==> src/rtl/axi_burst_addr_gen_pkg.sv <==
// Shared AXI4 burst definitions for the address generator, VIP responder and monitor.
// Pure types and constants; no latency or backpressure.
package axi_defs;

  localparam int AXI_DATA_WIDTH = 32;
  localparam int AXI_ADDR_WIDTH = 32;
  localparam int AXI_LEN_WIDTH  = 8;
  localparam int AXI_ID_WIDTH   = 4;
  localparam int STRB_WIDTH     = AXI_DATA_WIDTH / 8;
  localparam int AXI_4KB        = 4096;

  typedef enum logic [1:0] {
    FIXED = 2'd0,
    INCR  = 2'd1,
    WRAP  = 2'd2,
    RSVD  = 2'd3
  } axi_burst_e;

  typedef enum logic [1:0] {
    OKAY   = 2'd0,
    EXOKAY = 2'd1,
    SLVERR = 2'd2,
    DECERR = 2'd3
  } axi_resp_e;

  typedef enum logic [2:0] {
    BYTES_1   = 3'd0,
    BYTES_2   = 3'd1,
    BYTES_4   = 3'd2,
    BYTES_8   = 3'd3,
    BYTES_16  = 3'd4,
    BYTES_32  = 3'd5,
    BYTES_64  = 3'd6,
    BYTES_128 = 3'd7
  } axi_size_e;

  typedef struct packed {
    logic [AXI_ADDR_WIDTH-1:0] addr;
    logic [AXI_LEN_WIDTH-1:0]  len;
    axi_size_e                 size;
    axi_burst_e                burst;
    logic [AXI_ID_WIDTH-1:0]   id;
  } axi_cmd_t;

  typedef enum logic {
    IDLE  = 1'b0,
    BURST = 1'b1
  } axi_agen_state_e;

  // WRAP bursts are only defined for 2, 4, 8 or 16 beats.
  function automatic logic wrap_len_ok(input logic [31:0] len);
    return (len == 32'd1) || (len == 32'd3) || (len == 32'd7) || (len == 32'd15);
  endfunction

endpackage

==> src/rtl/axi_burst_addr_gen_strb_calc.sv <==
// Beat address + size to active byte lanes, from the address lane up to the end of the size container.
// Combinational, zero latency; no backpressure.
module axi_strb_calc #(
  parameter int ADDR_WIDTH = 32,
  parameter int DATA_WIDTH = 32
) (
  input  logic [ADDR_WIDTH-1:0]   i_addr,
  input  logic [2:0]              i_size,
  output logic [DATA_WIDTH/8-1:0] o_strb
);

  localparam int STRB_W = DATA_WIDTH / 8;
  localparam logic [ADDR_WIDTH-1:0] A_ONE = ADDR_WIDTH'(1);

  logic [ADDR_WIDTH-1:0] w_lo;
  logic [ADDR_WIDTH-1:0] w_hi;

  assign w_lo = i_addr & ADDR_WIDTH'(STRB_W - 1);
  assign w_hi = w_lo | ((A_ONE << i_size) - A_ONE);

  always_comb begin
    o_strb = '0;
    for (int i = 0; i < STRB_W; i++) begin
      o_strb[i] = (ADDR_WIDTH'(i) >= w_lo) && (ADDR_WIDTH'(i) <= w_hi);
    end
  end

endmodule

==> src/rtl/axi_burst_addr_gen.sv <==
// AXI4 FIXED/INCR/WRAP beat sequencer with legality check; AXI_4KB_CHECK_EN adds the INCR 4KB-crossing check.
// Beat 0 one cycle after command accept; beats hold while beat_ready is low, cmd_ready low for the whole burst.
module axi_burst_addr_gen #(
  parameter int ADDR_WIDTH = 32,
  parameter int DATA_WIDTH = 32,
  parameter int ID_WIDTH   = 4,
  parameter int LEN_WIDTH  = 8
) (
  input  logic                    ACLK,
  input  logic                    ARESETn,
  input  logic                    cmd_valid,
  output logic                    cmd_ready,
  input  logic [ADDR_WIDTH-1:0]   cmd_addr,
  input  logic [LEN_WIDTH-1:0]    cmd_len,
  input  logic [2:0]              cmd_size,
  input  logic [1:0]              cmd_burst,
  input  logic [ID_WIDTH-1:0]     cmd_id,
  output logic                    beat_valid,
  input  logic                    beat_ready,
  output logic [ADDR_WIDTH-1:0]   beat_addr,
  output logic [DATA_WIDTH/8-1:0] beat_strb,
  output logic [LEN_WIDTH-1:0]    beat_idx,
  output logic                    beat_last,
  output logic [ID_WIDTH-1:0]     beat_id,
  output logic [1:0]              beat_resp
);

  import axi_defs::*;

  localparam int STRB_W = DATA_WIDTH / 8;
  localparam logic [2:0] SIZE_MAX = 3'($clog2(STRB_W));
  localparam logic [ADDR_WIDTH-1:0] A_ONE = ADDR_WIDTH'(1);

  axi_agen_state_e       r_state;
  axi_agen_state_e       w_state_nxt;
  logic [ADDR_WIDTH-1:0] r_addr;
  logic [ADDR_WIDTH-1:0] r_wrap_lower;
  logic [ADDR_WIDTH-1:0] r_wrap_upper;
  logic [LEN_WIDTH-1:0]  r_idx;
  logic [LEN_WIDTH-1:0]  r_len;
  logic [2:0]            r_size;
  axi_burst_e            r_burst;
  logic [ID_WIDTH-1:0]   r_id;
  logic                  r_illegal;

  logic                  w_cmd_ready;
  logic                  w_beat_valid;
  logic                  w_cmd_hs;
  logic                  w_beat_hs;
  logic                  w_last;
  axi_burst_e            w_burst;
  logic [ADDR_WIDTH-1:0] w_nb;
  logic [ADDR_WIDTH-1:0] w_total;
  logic [ADDR_WIDTH-1:0] w_wrap_lower;
  logic                  w_illegal;
  logic                  w_page_cross;
  logic [ADDR_WIDTH-1:0] w_cur_nb;
  logic [ADDR_WIDTH-1:0] w_wrap_step;
  logic [ADDR_WIDTH-1:0] w_addr_nxt;
  logic [STRB_W-1:0]     w_strb;

  always_ff @(posedge ACLK) begin
    if (!ARESETn) r_state <= IDLE;
    else          r_state <= w_state_nxt;
  end

  always_comb begin
    w_state_nxt  = r_state;
    w_cmd_ready  = 1'b0;
    w_beat_valid = 1'b0;
    case (r_state)
      IDLE: begin
        w_cmd_ready = 1'b1;
        if (cmd_valid) w_state_nxt = BURST;
      end
      BURST: begin
        w_beat_valid = 1'b1;
        if (beat_ready && w_last) w_state_nxt = IDLE;
      end
      default: w_state_nxt = IDLE;
    endcase
  end

  assign w_cmd_hs  = cmd_valid & w_cmd_ready;
  assign w_beat_hs = w_beat_valid & beat_ready;
  assign w_last    = (r_idx == r_len);

  // Command-side decode, evaluated on the incoming command.
  assign w_burst      = axi_burst_e'(cmd_burst);
  assign w_nb         = A_ONE << cmd_size;
  assign w_total      = (ADDR_WIDTH'(cmd_len) + A_ONE) << cmd_size;
  assign w_wrap_lower = cmd_addr & ~(w_total - A_ONE);

`ifdef AXI_4KB_CHECK_EN
  localparam int XW = ADDR_WIDTH + 16;
  localparam int PAGE_SHIFT = $clog2(AXI_4KB);
  logic [XW-1:0] w_pg_start;
  logic [XW-1:0] w_pg_end;
  assign w_pg_start   = XW'(cmd_addr & ~(w_nb - A_ONE));
  assign w_pg_end     = w_pg_start + ((XW'(cmd_len) + XW'(1)) << cmd_size) - XW'(1);
  assign w_page_cross = (w_burst == INCR) && ((XW'(cmd_addr) >> PAGE_SHIFT) != (w_pg_end >> PAGE_SHIFT));
`else
  assign w_page_cross = 1'b0;
`endif

  always_comb begin
    w_illegal = 1'b0;
    if (w_burst == RSVD) w_illegal = 1'b1;
    if ((w_burst == WRAP) && (!wrap_len_ok(32'(cmd_len)) || ((cmd_addr & (w_nb - A_ONE)) != '0)))
      w_illegal = 1'b1;
    if (cmd_size > SIZE_MAX) w_illegal = 1'b1;
    if (((w_burst == FIXED) || (w_burst == WRAP)) && (cmd_len > LEN_WIDTH'(15))) w_illegal = 1'b1;
    if (w_page_cross) w_illegal = 1'b1;
  end

  // Beat-side address advance from the registered command.
  assign w_cur_nb    = A_ONE << r_size;
  assign w_wrap_step = r_addr + w_cur_nb;

  always_comb begin
    w_addr_nxt = (r_addr & ~(w_cur_nb - A_ONE)) + w_cur_nb;
    case (r_burst)
      FIXED:   w_addr_nxt = r_addr;
      WRAP:    w_addr_nxt = (w_wrap_step == r_wrap_upper) ? r_wrap_lower : w_wrap_step;
      default: w_addr_nxt = (r_addr & ~(w_cur_nb - A_ONE)) + w_cur_nb;
    endcase
  end

  always_ff @(posedge ACLK) begin
    if (!ARESETn) begin
      r_addr       <= '0;
      r_wrap_lower <= '0;
      r_wrap_upper <= '0;
      r_idx        <= '0;
      r_len        <= '0;
      r_size       <= '0;
      r_burst      <= FIXED;
      r_id         <= '0;
      r_illegal    <= 1'b0;
    end else if (w_cmd_hs) begin
      r_addr       <= cmd_addr;
      r_wrap_lower <= w_wrap_lower;
      r_wrap_upper <= w_wrap_lower + w_total;
      r_idx        <= '0;
      r_len        <= cmd_len;
      r_size       <= cmd_size;
      r_burst      <= w_burst;
      r_id         <= cmd_id;
      r_illegal    <= w_illegal;
    end else if (w_beat_hs && !w_last) begin
      r_addr <= w_addr_nxt;
      r_idx  <= r_idx + LEN_WIDTH'(1);
    end
  end

  axi_strb_calc #(
    .ADDR_WIDTH (ADDR_WIDTH),
    .DATA_WIDTH (DATA_WIDTH)
  ) u_strb_calc (
    .i_addr (r_addr),
    .i_size (r_size),
    .o_strb (w_strb)
  );

  assign cmd_ready  = w_cmd_ready;
  assign beat_valid = w_beat_valid;
  assign beat_addr  = r_addr;
  assign beat_idx   = r_idx;
  assign beat_id    = r_id;
  assign beat_last  = w_beat_valid && w_last;
  assign beat_strb  = (w_beat_valid && !r_illegal) ? w_strb : '0;
  assign beat_resp  = (w_beat_valid && r_illegal) ? 2'(SLVERR) : 2'(OKAY);

endmodule
==> config.mk <==
export PLATFORM = sky130hd
export DESIGN_NAME = axi_burst_addr_gen
export DESIGN_NICKNAME = d
export VERILOG_FILES = /design/src/rtl/axi_burst_addr_gen_pkg.sv /design/src/rtl/axi_burst_addr_gen_strb_calc.sv /design/src/rtl/axi_burst_addr_gen.sv
export SDC_FILE = /design/constraint.sdc
export NUM_CORES = 1
export LEC_CHECK = 0
export ABC_AREA = 1
export ABC_CLOCK_PERIOD_IN_PS = 4220
export CELL_PAD_IN_SITES_DETAIL_PLACEMENT = 1
export CELL_PAD_IN_SITES_GLOBAL_PLACEMENT = 2
export CORE_AREA = 2 2 196 198
export DETAILED_ROUTE_END_ITERATION = 10
export DIE_AREA = 0 0 198 200
export HOLD_SLACK_MARGIN = 0.08
export PLACE_DENSITY = 0.91
export SYNTH_ARGS = -nofsm -noshare
export SYNTH_HDL_FRONTEND = slang
export SYNTH_SLANG_ARGS = --single-unit
==> constraint.sdc <==
create_clock -name ACLK -period 4.22 [get_ports ACLK]
set_input_delay 0.844 -clock ACLK [delete_from_list [all_inputs] [get_ports ACLK]]
set_output_delay 0.844 -clock ACLK [all_outputs]
set_load 0.005 [all_outputs]
* Word level (Yosys, flattened, before mapping)
Cells that the tools add are included.
Word-level totals: input bits 53, output and inout bits 53, register bits after elaboration 123
Cells by class: add/subtract/negate cells 8, shift operators 3, magnitude comparators 10, bitwise gates (word level) 10, eq/ne operators 10, multiplexer cells 15, reductions and logical operators 25
Operator list (number):
- $add A32 B32 Y32 | 3
- $and A32 B32 Y32 | 3
- $mux W32 | 3
- $sub A32 B1 Y32 const B | 3
- $le A1 B32 Y1 const A | 2
- $le A2 B32 Y1 const A | 2
- $not A32 Y32 | 2
- $pmux W32 S2 | 1
- $shl A1 B3 Y32 const A | 2
- $eq A32 B32 Y1 | 1
- $or A2 B32 Y32 | 1
- $reduce_bool A32 Y1 | 1
- $shl A9 B3 Y32 | 1
- $logic_and A1 B1 Y1 | 11
- $add A8 B1 Y9 const B | 1
- $add A8 B1 Y8 const B | 1
- $eq A8 B1 Y1 const B | 1
- $eq A8 B2 Y1 const B | 1
- $eq A8 B3 Y1 const B | 1
- $eq A8 B4 Y1 const B | 1
- $eq A8 B8 Y1 | 1
- $gt A8 B4 Y1 const B | 1
- $mux W1 | 8
- $eq A2 B2 Y1 const B | 3
- 15 further kinds | 26

* Longest topological paths before layout
Gate-level depths: netlist (run 1).
depth after elaboration 10, mapped depth 31, gate-level depth less buffers 31

* Cells and area by module
A second synthesis (run 1) with hierarchy kept.
Unflattened totals: cell total of the unflattened synthesis 2016, area total of the unflattened synthesis 11489.8 µm²
Modules (own cells, without submodules):
- axi_burst_addr_gen | area each 11305.8 µm², sequential area each 2462.4 µm², times used 1, cells each 1979
- axi_strb_calc | area each 183.9 µm², sequential area each 0.0 µm², times used 1, cells each 37

* Least setup slack after synthesis (run 1)
No wires, ideal clock.
kind input port to flip-flop, start point input port cmd_len[1], end point register r_wrap_upper[20], path buffers 0, stages 27, setup time 0.064 ns, data arrival time 3.692 ns, setup slack 0.464 ns, path through inv_1 > ha_1 > or2_1 > nand3_2 > nand3_2 > nand2_1 > inv_2 > nand2_4 > nor2_8 > nand3_2 > nor4_1 > ha_1 > nand2_1 > inv_1 > ha_1 > nand2_1 > nor2_1 > inv_1 > nor2_1 > nand2_1 > nand3_2 > nand2_1 > inv_2 > nand2_1 > nand2_1 > inv_1 > nor2_1
On the way: longest elaborated chain between the ends 6
Ends and longest elaborated chain:
- start, declared | line axi_burst_addr_gen.sv:14 | input logic [LEN_WIDTH-1:0] cmd_len,
- $add A8 B1 Y9 | line axi_burst_addr_gen.sv:91 | assign w_total = (ADDR_WIDTH'(cmd_len) + A_ONE) << cmd_size;
- $shl A9 B3 Y32 | line axi_burst_addr_gen.sv:91
- $sub A32 B1 Y32 | line axi_burst_addr_gen.sv:92 | assign w_wrap_lower = cmd_addr & ~(w_total - A_ONE);
- $not A32 Y32 | line axi_burst_addr_gen.sv:92
- $and A32 B32 Y32 | line axi_burst_addr_gen.sv:92
- via w_wrap_lower[15] | line axi_burst_addr_gen.sv:54 | logic [ADDR_WIDTH-1:0] w_wrap_lower;
- $add A32 B32 Y32 | line axi_burst_addr_gen.sv:143 | r_wrap_upper <= w_wrap_lower + w_total;
- end signal, assigned | line axi_burst_addr_gen.sv:143
- end, declared | line axi_burst_addr_gen.sv:38 | logic [ADDR_WIDTH-1:0] r_wrap_upper;
The timed path passes the listed nets, and every way through them passes these cells. A chain may end at the register's enable or synchronous reset.

* Worst setup path in the final report (run 1)
start point register r_size[2], end point output port beat_strb[1]
On the way: longest elaborated chain between the ends 6
Ends and longest elaborated chain:
- start, declared | line axi_burst_addr_gen.sv:41 | logic [2:0] r_size;
- start signal, assigned | line axi_burst_addr_gen.sv:146 | r_size <= cmd_size;
- $shl A1 B3 Y32 | line axi_burst_addr_gen_strb_calc.sv:19 | assign w_hi = w_lo | ((A_ONE << i_size) - A_ONE);
- $sub A32 B1 Y32 | line axi_burst_addr_gen_strb_calc.sv:19
- $or A2 B32 Y32 | line axi_burst_addr_gen_strb_calc.sv:19
- $le A1 B32 Y1 | line axi_burst_addr_gen_strb_calc.sv:24 | o_strb[i] = (ADDR_WIDTH'(i) >= w_lo) && (ADDR_WIDTH'(i) <= w_hi);
- $logic_and A1 B1 Y1 | line axi_burst_addr_gen_strb_calc.sv:24
- $mux W4 | line axi_burst_addr_gen.sv:171 | assign beat_strb = (w_beat_valid && !r_illegal) ? w_strb : '0;
- end, declared | line axi_burst_addr_gen.sv:21 | output logic [DATA_WIDTH/8-1:0] beat_strb,
No other way between the ends.

==> impl_metrics.tcl, run 1 <==
set metrics [dict create \
    status "completed" \
    min_period_over_period_pct 95.8 \
    grt_usage_pct 26.3 \
    clock_sinks 123 \
    fin_total_pwr_mw 4.51 \
    async_flop_share_pct 0 \
    cts_hold_buf 0 \
    syn-cell-area_sq_um 11500 \
    power.density_nw_per_um2 293 \
    clockBufferDepth 2 \
    worstHoldPathType "register to register" \
    grt_start_max_net_pins 51 \
    irDropWorstVdd_mv 0.324 \
    coreArea_sq_um 37400 \
    final.min_clock_period_ns 4.04 \
    dp_cells 2720 \
    antenna_found_initial 0 \
    die-area_sq_um 39600 \
    layout-drive-gt1-share_pct 18.4 \
    worst_pin_slew_ns 0.954 \
    area_delta_synth_final_pct 34.4 \
    cp.required_ns 3.38 \
    drt_iter0_markers 922 \
    cp.arrival_ns 3.20 \
    viasPerCell 5.13 \
    max-slew-margin-rel_pct 36.3 \
    synth_edf_count 0 \
    hold_viol 0 \
    vias 14100 \
    grt_setup_unrepaired "true" \
    final_cells 2756 \
    core.rowCount 71 \
    grt_pass1_wl_um 80400 \
    path_class "register to output pin" \
    report.final.setup_viol 0 \
    seqCellArea_sq_um 2470 \
    htree_levels 4 \
    die_y_um 200 \
    initial_core_util_pct 30.6 \
    cts_tree "done" \
    crit_path_start_kind "register" \
    num_antenna_cells 0 \
    p_leak_nw 7.18 \
    clk_latency_ns 0.44 \
    routabilityCongestion 0.922 \
    ys_top_cells_by_count "nand2_1 (539), inv_1 (276), nor2_1 (186), nand3_1 (185), dfxtp_1 (123)" \
    fmax_mhz 247 \
    ys_types 61 \
    ys_seq_elements 123 \
    path_max_fanout 8 \
    syn_inst 1976 \
    hpwl_um 41700 \
    io_pins 106 \
    drtPass1Iterations 5 \
    syn-num-nets 2059 \
    die_x_um 198 \
    yosys.area.top_type "dfxtp_1" \
    drt-total-wl_um 51900 \
    crit_path_end_kind "output pin" \
    cts_buffers 17 \
    cap_violations 0 \
    n_fill_cell 4967 \
    port_buffers 104 \
    cts.clk_slew.worst_paths_ns 0.07 \
    skew_ns 0.0115 \
    num-nets-final 2315 \
    multiInputGateArea_sq_um 7950 \
    root_buffer "clkbuf_16" \
    wl_per_cell_um 18.8 \
    synth.most_common_cell "nand2_1" \
    drv_slew 0 \
    yosys-top-cells-area "dfxtp_1 (21%), nand2_1 (18%), inv_1 (9.0%), nand3_1 (8.1%), nor2_1 (6.1%)" \
    detail-route-antenna-nets 0 \
    ys.flop_type "dfxtp_1" \
    placedInstanceArea_sq_um 14400 \
    fin_area_sq_um 15400 \
    ys_seq_area_share_pct 21.5 \
    synth.avg_cell_area_sq_um 5.80 \
    yosysWarnings 0 \
    grt_pass1_vias 14300 \
    drc 0 \
    synth_top_area_share_pct 21.5 \
    grt-ovfl-total 0 \
    setup_tns_ns 0 \
]
## final timing paths
check | from | to | slack [ns] | cells past startpoint
hold reg to reg | r_wrap_lower[17] | r_wrap_lower[17] | 0.46 | 2
setup reg to reg | r_size[0] | beat_addr[26] | 0.37 | 26
setup / recovery | r_size[2] | beat_strb[1] | 0.18 | 15
hold / removal | r_wrap_lower[17] | r_wrap_lower[17] | 0.46 | 2
## report_power, final
group / internal (mW) / switching, mW / leakage (nW)
clock: 1.09 / 0.581 / 0.323
sequential: 1.25 / 0.0974 / 1.01
combinational: 0.594 / 0.899 / 5.85
## worst max-delay path: stages (launching register included)
cell             delay, ns
dfxtp_2               0.36
nor2_1                0.16
inv_1                 0.08
nor2_1                0.13
inv_1                 0.06
ha_1                  0.26
inv_1                 0.15
nor2_1                0.11
nor2_2                0.14
nand3_1               0.11
or3_1                 0.36
nor2_1                0.15
o21ai_0               0.11
nand3_1               0.09
inv_1                 0.05
clkdlybuf4s50_1       0.44
## timing repair
item / 4_1_cts / 5_1_grt
setup buffers: 0 / 4
setup endpoints to repair: 16 / 54
gates resized for setup: 20 / 66
hold endpoints to repair: 0 / 0
pin swaps: 4 / 10
## cell usage in the layout (no fill, tap or decap), types with 16 or more instances in the layout
cell / count
clkbuf_16: 17
o21ai_1: 22
o21ai_0: 117
nor2_1: 169
clkdlybuf4s50_1: 98
nor3_1: 21
xor2_1: 24
nand2_2: 33
nor2_2: 28
buf_4: 182
a21oi_1: 104
inv_2: 22
ha_1: 23
nand3_1: 169
o22ai_1: 27
nand3_2: 32
inv_1: 274
nand2_1: 527
o21ai_2: 16
dfxtp_1: 120
nand4_1: 48
## registers in the layout, summed over array words and instances, names as in the netlist
name,count
r_len,8
r_size,3
beat_id,4
r_wrap_lower,32
beat_idx,8
r_burst,2
beat_addr,32
r_illegal,1
r_wrap_upper,32
r_state,1
## stage by stage
stage               setup slack [ns]  hold WS, ns  util (%)
detailed placement            -0.629        0.448      38.5
floorplan                      0.464        0.428         -
global route                 -0.0513        0.494      41.2
global placement              -0.457        0.442      38.5
CTS                           0.0128        0.465      40.4
finish                         0.176        0.464      41.2
## cell type report
| class | count | share of cell area (%) |
|---|---|---|
| multi-input cells | 1495 | 51.6 |
| well taps | 511 | 4.15 |
| clock buffers | 21 | 3.06 |
| flip-flops and latches | 123 | 16.0 |
| repair buffers | 294 | 16.6 |
| inverters | 301 | 7.35 |
| clock inverters | 11 | 1.24 |
## cell families after synthesis
kind of cell	share of synthesized area, %
other cells	0.0327
compound gates	16.8
buf+inv	12.0
simple gates	43.6
flops	21.5
fa+ha+maj	3.34
xor+xnor	2.76
## layer usage
metal / wire length, um / vias up / GRT usage (%)
li1: - / 6974 / -
met1: 25200 / 6851 / 36.9
met2: 23800 / 267 / 43.6
met3: 2190 / 41 / 2.79
met4: 720 / 0 / 5.90
met5: 0 / - / 0
Power figures use the tool's default switching activity.
==> run 2, diff against run 1 <==
Settings changed: CAP_MARGIN set to 20, HOLD_SLACK_MARGIN 0.08 to 0.02, RECOVER_POWER set to 25.
==> run 2 against run 1 <==
- count of clock-buffer cells in the layout unchanged
- flip-flop and latch count unchanged
- final cell count about the same
- largest power group unchanged
==> impl_metrics.tcl, run 2 (same netlist as run 1, synthesis figures left out) <==
set metrics [dict create \
    timing.hold.ws_ns 0.463 \
    finish.utilization_pct 41.1 \
    slowest_stage "clkdlybuf4s50_1" \
    multiInputGateArea_sq_um 7940 \
    routabilityCongestion 0.922 \
    report.final.setup_viol 0 \
    seqCellArea_sq_um 2470 \
    hold_viol 0 \
    antenna_found_initial 0 \
    final.min_clock_period_ns 4.04 \
    dp_cells 2720 \
    worst-path-buf-inv 5 \
    fin_total_pwr_mw 4.51 \
    path_class "register to output pin" \
    fmax_mhz 247 \
    skew_ns 0.0102 \
    grt_pass1_vias 14300 \
    die-area_sq_um 39600 \
    path_cells "nor2_1, inv_1, nor2_1, inv_1, ha_1, inv_1, nor2_1, nor2_2, nand3_1, or3_1, nor2_1, o21ai_0, nand3_1, inv_1, clkdlybuf4s50_1" \
    setup_tns_ns 0 \
    reg2reg_from "r_size[2]" \
    worstHoldPathType "register to register" \
    crit_path_end_kind "output pin" \
    coreArea_sq_um 37400 \
    drc 0 \
    hpwl_um 41700 \
    max-slew-margin-rel_pct 3.32 \
    cp_top_family "simple AND/OR/NAND/NOR gates" \
    area_delta_synth_final_pct 34.3 \
    n_fill_cell 4969 \
    cp.arrival_ns 3.20 \
    ff2ff_setup_slack_ns 0.35 \
    drt_iter0_markers 931 \
    max_stage_delay_ns 0.44 \
    cts_buffers 17 \
    cap_violations 0 \
    io_pins 106 \
    root_buffer "clkbuf_16" \
    p_leak_nw 7.25 \
    cp.required_ns 3.38 \
    clockBufferDepth 2 \
    drv_slew 0 \
    layout_commonest_cell "nand2_1" \
    grt_pass1_wl_um 80400 \
    path_max_fanout 8 \
    detail-route-antenna-nets 0 \
    layout_common_cells "nand2_1 (527), inv_1 (274), buf_4 (179)" \
    whs_path_depth 2 \
    die_y_um 200 \
    htree_levels 4 \
    reg2reg_depth 25 \
    crit_path_start_kind "register" \
    core.rowCount 71 \
    grt_setup_unrepaired "true" \
    rr_endpoint "beat_addr[15]" \
    hold_start "r_wrap_lower[17]" \
    worst_pin_slew_ns 1.45 \
    wl_per_cell_um 18.8 \
    die_x_um 198 \
    timing.final.ws_setup_ns 0.178 \
    drt-total-wl_um 51900 \
    final_cells 2757 \
    layout-drive-gt1-share_pct 18.2 \
    placedInstanceArea_sq_um 14400 \
    cts.clk_slew.worst_paths_ns 0.07 \
    min_period_over_period_pct 95.8 \
    cts_tree "done" \
    vias 14200 \
    grt_usage_pct 26.3 \
    grt_start_max_net_pins 51 \
    fin_area_sq_um 15400 \
    port_buffers 104 \
    status "completed" \
    viasPerCell 5.14 \
    clock_sinks 123 \
    irDropWorstVdd_mv 0.325 \
    dp_slack_ns -0.629 \
    hold_end "r_wrap_lower[17]" \
    clk_latency_ns 0.44 \
    num-nets-final 2315 \
    initial_core_util_pct 30.6 \
    grt-ovfl-total 0 \
    drtPass1Iterations 5 \
    power.density_nw_per_um2 293 \
]
[run 2: worst reg2reg max path: stages (launching register included)]
cell and delay, ns:
dfxtp_2 0.40, nor2_1 0.09, nand2_1 0.11, inv_1 0.08, ha_2 0.22, fa_1 0.40, nand2_1 0.07, inv_1 0.05
nand2_1 0.05, nand2_1 0.13, nand3_1 0.15, nand2_2 0.15, nand2_1 0.11, xor2_1 0.30, xor2_1 0.29, nor2_1 0.08
nand2_1 0.11, nor2_4 0.07, nand3_4 0.09, buf_12 0.26, nand2_1 0.09, nand2_1 0.09, nand2_1 0.06, nand2_1 0.08
nand3_1 0.10, a21oi_1 0.15
[run 2: timing repair]
| action | in CTS | in global routing |
|---|---|---|
| cloned | 0 | 0 |
| endpoints found under the setup margin | 16 | 54 |
| hold buffers | 0 | 0 |
| pin swaps | 4 | 10 |
| gates resized for setup | 20 | 66 |
| buffers inserted | 0 | 4 |
[run 2: layout make-up]
type / count / share of cell area [%]
Antenna cell: 1 / 0.0163
Clock buffer: 21 / 3.06
Clock inverter: 11 / 1.24
Inverter: 301 / 7.36
Multi-Input combinational cell: 1495 / 51.6
Sequential cell: 123 / 16.0
Tap cell: 511 / 4.15
Timing Repair Buffer: 294 / 16.5
[run 2: worst max-delay path by stage]
stage	from	slack, ns	cells after the start	end
final	r_size[2]	0.18	15	beat_strb[1]
after global routing	r_size[2]	-0.05	15	beat_strb[1]
after CTS	cmd_size[0]	0.01	25	r_wrap_upper[30]
after detailed placement	cmd_len[1]	-0.63	27	r_wrap_upper[30]
after global placement	cmd_len[1]	-0.46	27	r_wrap_upper[30]
after floorplan	cmd_len[1]	0.46	27	r_wrap_upper[20]
[run 2: metal layers]
layer	routed length, um	global-route usage (%)	up-vias
met2	23800	43.6	272
met3	2110	2.79	41
met4	696	5.90	0
li1	-	-	6974
met5	0	0	-
met1	25400	36.9	6888
[run 2: power breakdown]
part	switching, mW	internal [mW]	total (mW)
Sequential	0.0968	1.25	1.34
Combinational	0.898	0.586	1.48
Clock	0.586	1.09	1.68
==> run 3, diff against run 2 <==
Settings changed: PLACE_DENSITY 0.91 to not set, PLACE_DENSITY_LB_ADDON set to 0.2.
==> run 3 against run 2 <==
- clock skew down 0.0015 ns
- wire length up 2.2%
- design area up 0.81%
- sequential power about the same
==> impl_metrics.tcl, run 3 (same netlist as run 1, synthesis figures left out) <==
set metrics [dict create \
    n_fill_cell 4983 \
    fin_total_pwr_mw 4.45 \
    crit_path_end_kind "register" \
    antenna_found_initial 1 \
    grt_pass1_wl_um 82100 \
    vias 14100 \
    num_antenna_cells 0 \
    whs_path_depth 2 \
    power.density_nw_per_um2 287 \
    grt-ovfl-total 0 \
    detail-route-antenna-nets 0 \
    clock_sinks 123 \
    cp.arrival_ns 4.26 \
    cts_buffers 17 \
    path_class "primary input to register" \
    die-area_sq_um 39600 \
    combPwrFrac_pct 34.1 \
    drt-total-wl_um 53100 \
    grt_start_max_net_pins 51 \
    grt_usage_pct 27.3 \
    worst_pin_slew_ns 1.25 \
    reg2reg_depth 25 \
    drv_slew 0 \
    cap_violations 0 \
    io_pins 106 \
    grt_pass1_vias 14100 \
    port_buffers 104 \
    cts.clk_slew.worst_paths_ns 0.06 \
    switchingPower_mw 1.58 \
    clockBufferDepth 2 \
    hold_viol 0 \
    min_period_over_period_pct 93.6 \
    skew_ns 0.00863 \
    timing.hold.ws_ns 0.467 \
    htree_levels 4 \
    die_y_um 200 \
    status "completed" \
    coreArea_sq_um 37400 \
    path_max_fanout 4 \
    clk_latency_ns 0.43 \
    initial_core_util_pct 30.6 \
    fmax_mhz 253 \
    cp.required_ns 4.53 \
    num-nets-final 2340 \
    final.min_clock_period_ns 3.95 \
    viasPerCell 5.09 \
    cts_hold_buf 0 \
    core.rowCount 71 \
    worstHoldPathType "register to register" \
    drc 0 \
    grt_setup_unrepaired "true" \
    die_x_um 198 \
    power.share.clock_pct 35.8 \
    drt_iter0_markers 923 \
    layout_common_cells "nand2_1 (529), inv_1 (273), buf_4 (211)" \
    drtPass1Iterations 5 \
    netSwitchingFraction_pct 35.6 \
    p_int_mw 2.87 \
    routabilityCongestion 0.919 \
    layout_commonest_cell "nand2_1" \
    hpwl_um 43600 \
    seqPwrFrac_pct 30.2 \
    area_delta_synth_final_pct 35.4 \
    max-slew-margin-rel_pct 16.7 \
    irDropWorstVdd_mv 0.292 \
    cts_tree "done" \
    wl_per_cell_um 19.1 \
    layout-drive-gt1-share_pct 19.4 \
    p_leak_nw 7.36 \
    report.final.setup_viol 0 \
    root_buffer "clkbuf_16" \
    crit_path_start_kind "primary input" \
]
==> run 3: cell type report <==
type	count	area (sq um)	share of cell area, %
Sequential cell	123	2470	15.9
Clock inverter	11	166	1.07
Multi-Input combinational cell	1495	7960	51.3
Clock buffer	21	460	2.97
Tap cell	511	639	4.12
Inverter	301	1140	7.32
Timing Repair Buffer	319	2680	17.3
==> run 3: timing repair <==
item / 4_1_cts / 5_1_grt
endpoints found under the setup margin: 20 / 52
pin swaps: 1 / 10
setup buffers: 0 / 4
gates resized for setup: 15 / 81
cloned: 0 / 0
==> run 3: critical path: stages <==
cell             delay (ns)
clkdlybuf4s50_1        0.50
nand2_1                0.09
buf_4                  0.15
nor3_4                 0.19
nand2_2                0.11
o21ai_2                0.14
nand3_1                0.12
nand2_2                0.09
buf_4                  0.12
inv_2                  0.04
nand2_2                0.07
inv_2                  0.06
nand2_2                0.08
o21ai_0                0.07
a21oi_1                0.23
ha_1                   0.32
inv_1                  0.10
o21bai_1               0.07
a21boi_0               0.17
nand2_1                0.16
o21ai_0                0.29
buf_4                  0.16
o21ai_0                0.06
==> run 3: routing by layer <==
| metal | global-route usage (%) | part of all wire (%) | vias up |
|---|---|---|---|
| met2 | 43.6 | 44 | 258 |
| li1 | - | - | 7007 |
| met3 | 2.22 | 4.1 | 39 |
| met5 | 0 | 0.023 | - |
| met1 | 39.9 | 51 | 6836 |
| met4 | 6.04 | 1.3 | 2 |
==> run 3: power by group through the flow <==
stage	logic [mW]	registers, mW	clock network, mW
after CTS	1.48	1.34	1.61
after global placement	1.44	1.36	0
after detailed placement	1.46	1.37	0
after floorplan	0.805	1.33	0
final	1.52	1.34	1.59
after global routing	1.68	1.35	1.66
==> run 3: worst paths after layout <==
path                                  startpoint          endpoint  slack (ns)
worst max-delay path                  cmd_len[4]  r_wrap_upper[13]        0.27
worst min-delay path            r_wrap_lower[27]  r_wrap_lower[27]        0.47
worst max register to register         r_size[2]     beat_addr[15]        0.30
worst min register to register  r_wrap_lower[27]  r_wrap_lower[27]        0.47
==> run 3: per-stage QoR <==
step / util (%) / std cells / TNS, ns / cell area, sq um / setup slack [ns]
floorplan: - / 1976 / 0 / 11500 / 0.464
global placement: 38.8 / 2745 / -10.37 / 14500 / -0.590
detailed placement: 38.8 / 2745 / -13.35 / 14500 / -0.753
CTS: 40.6 / 2777 / 0 / 15200 / 0.00773
global route: 41.5 / 2781 / -0.219 / 15500 / -0.0584
finish: 41.5 / 2781 / 0 / 15500 / 0.270
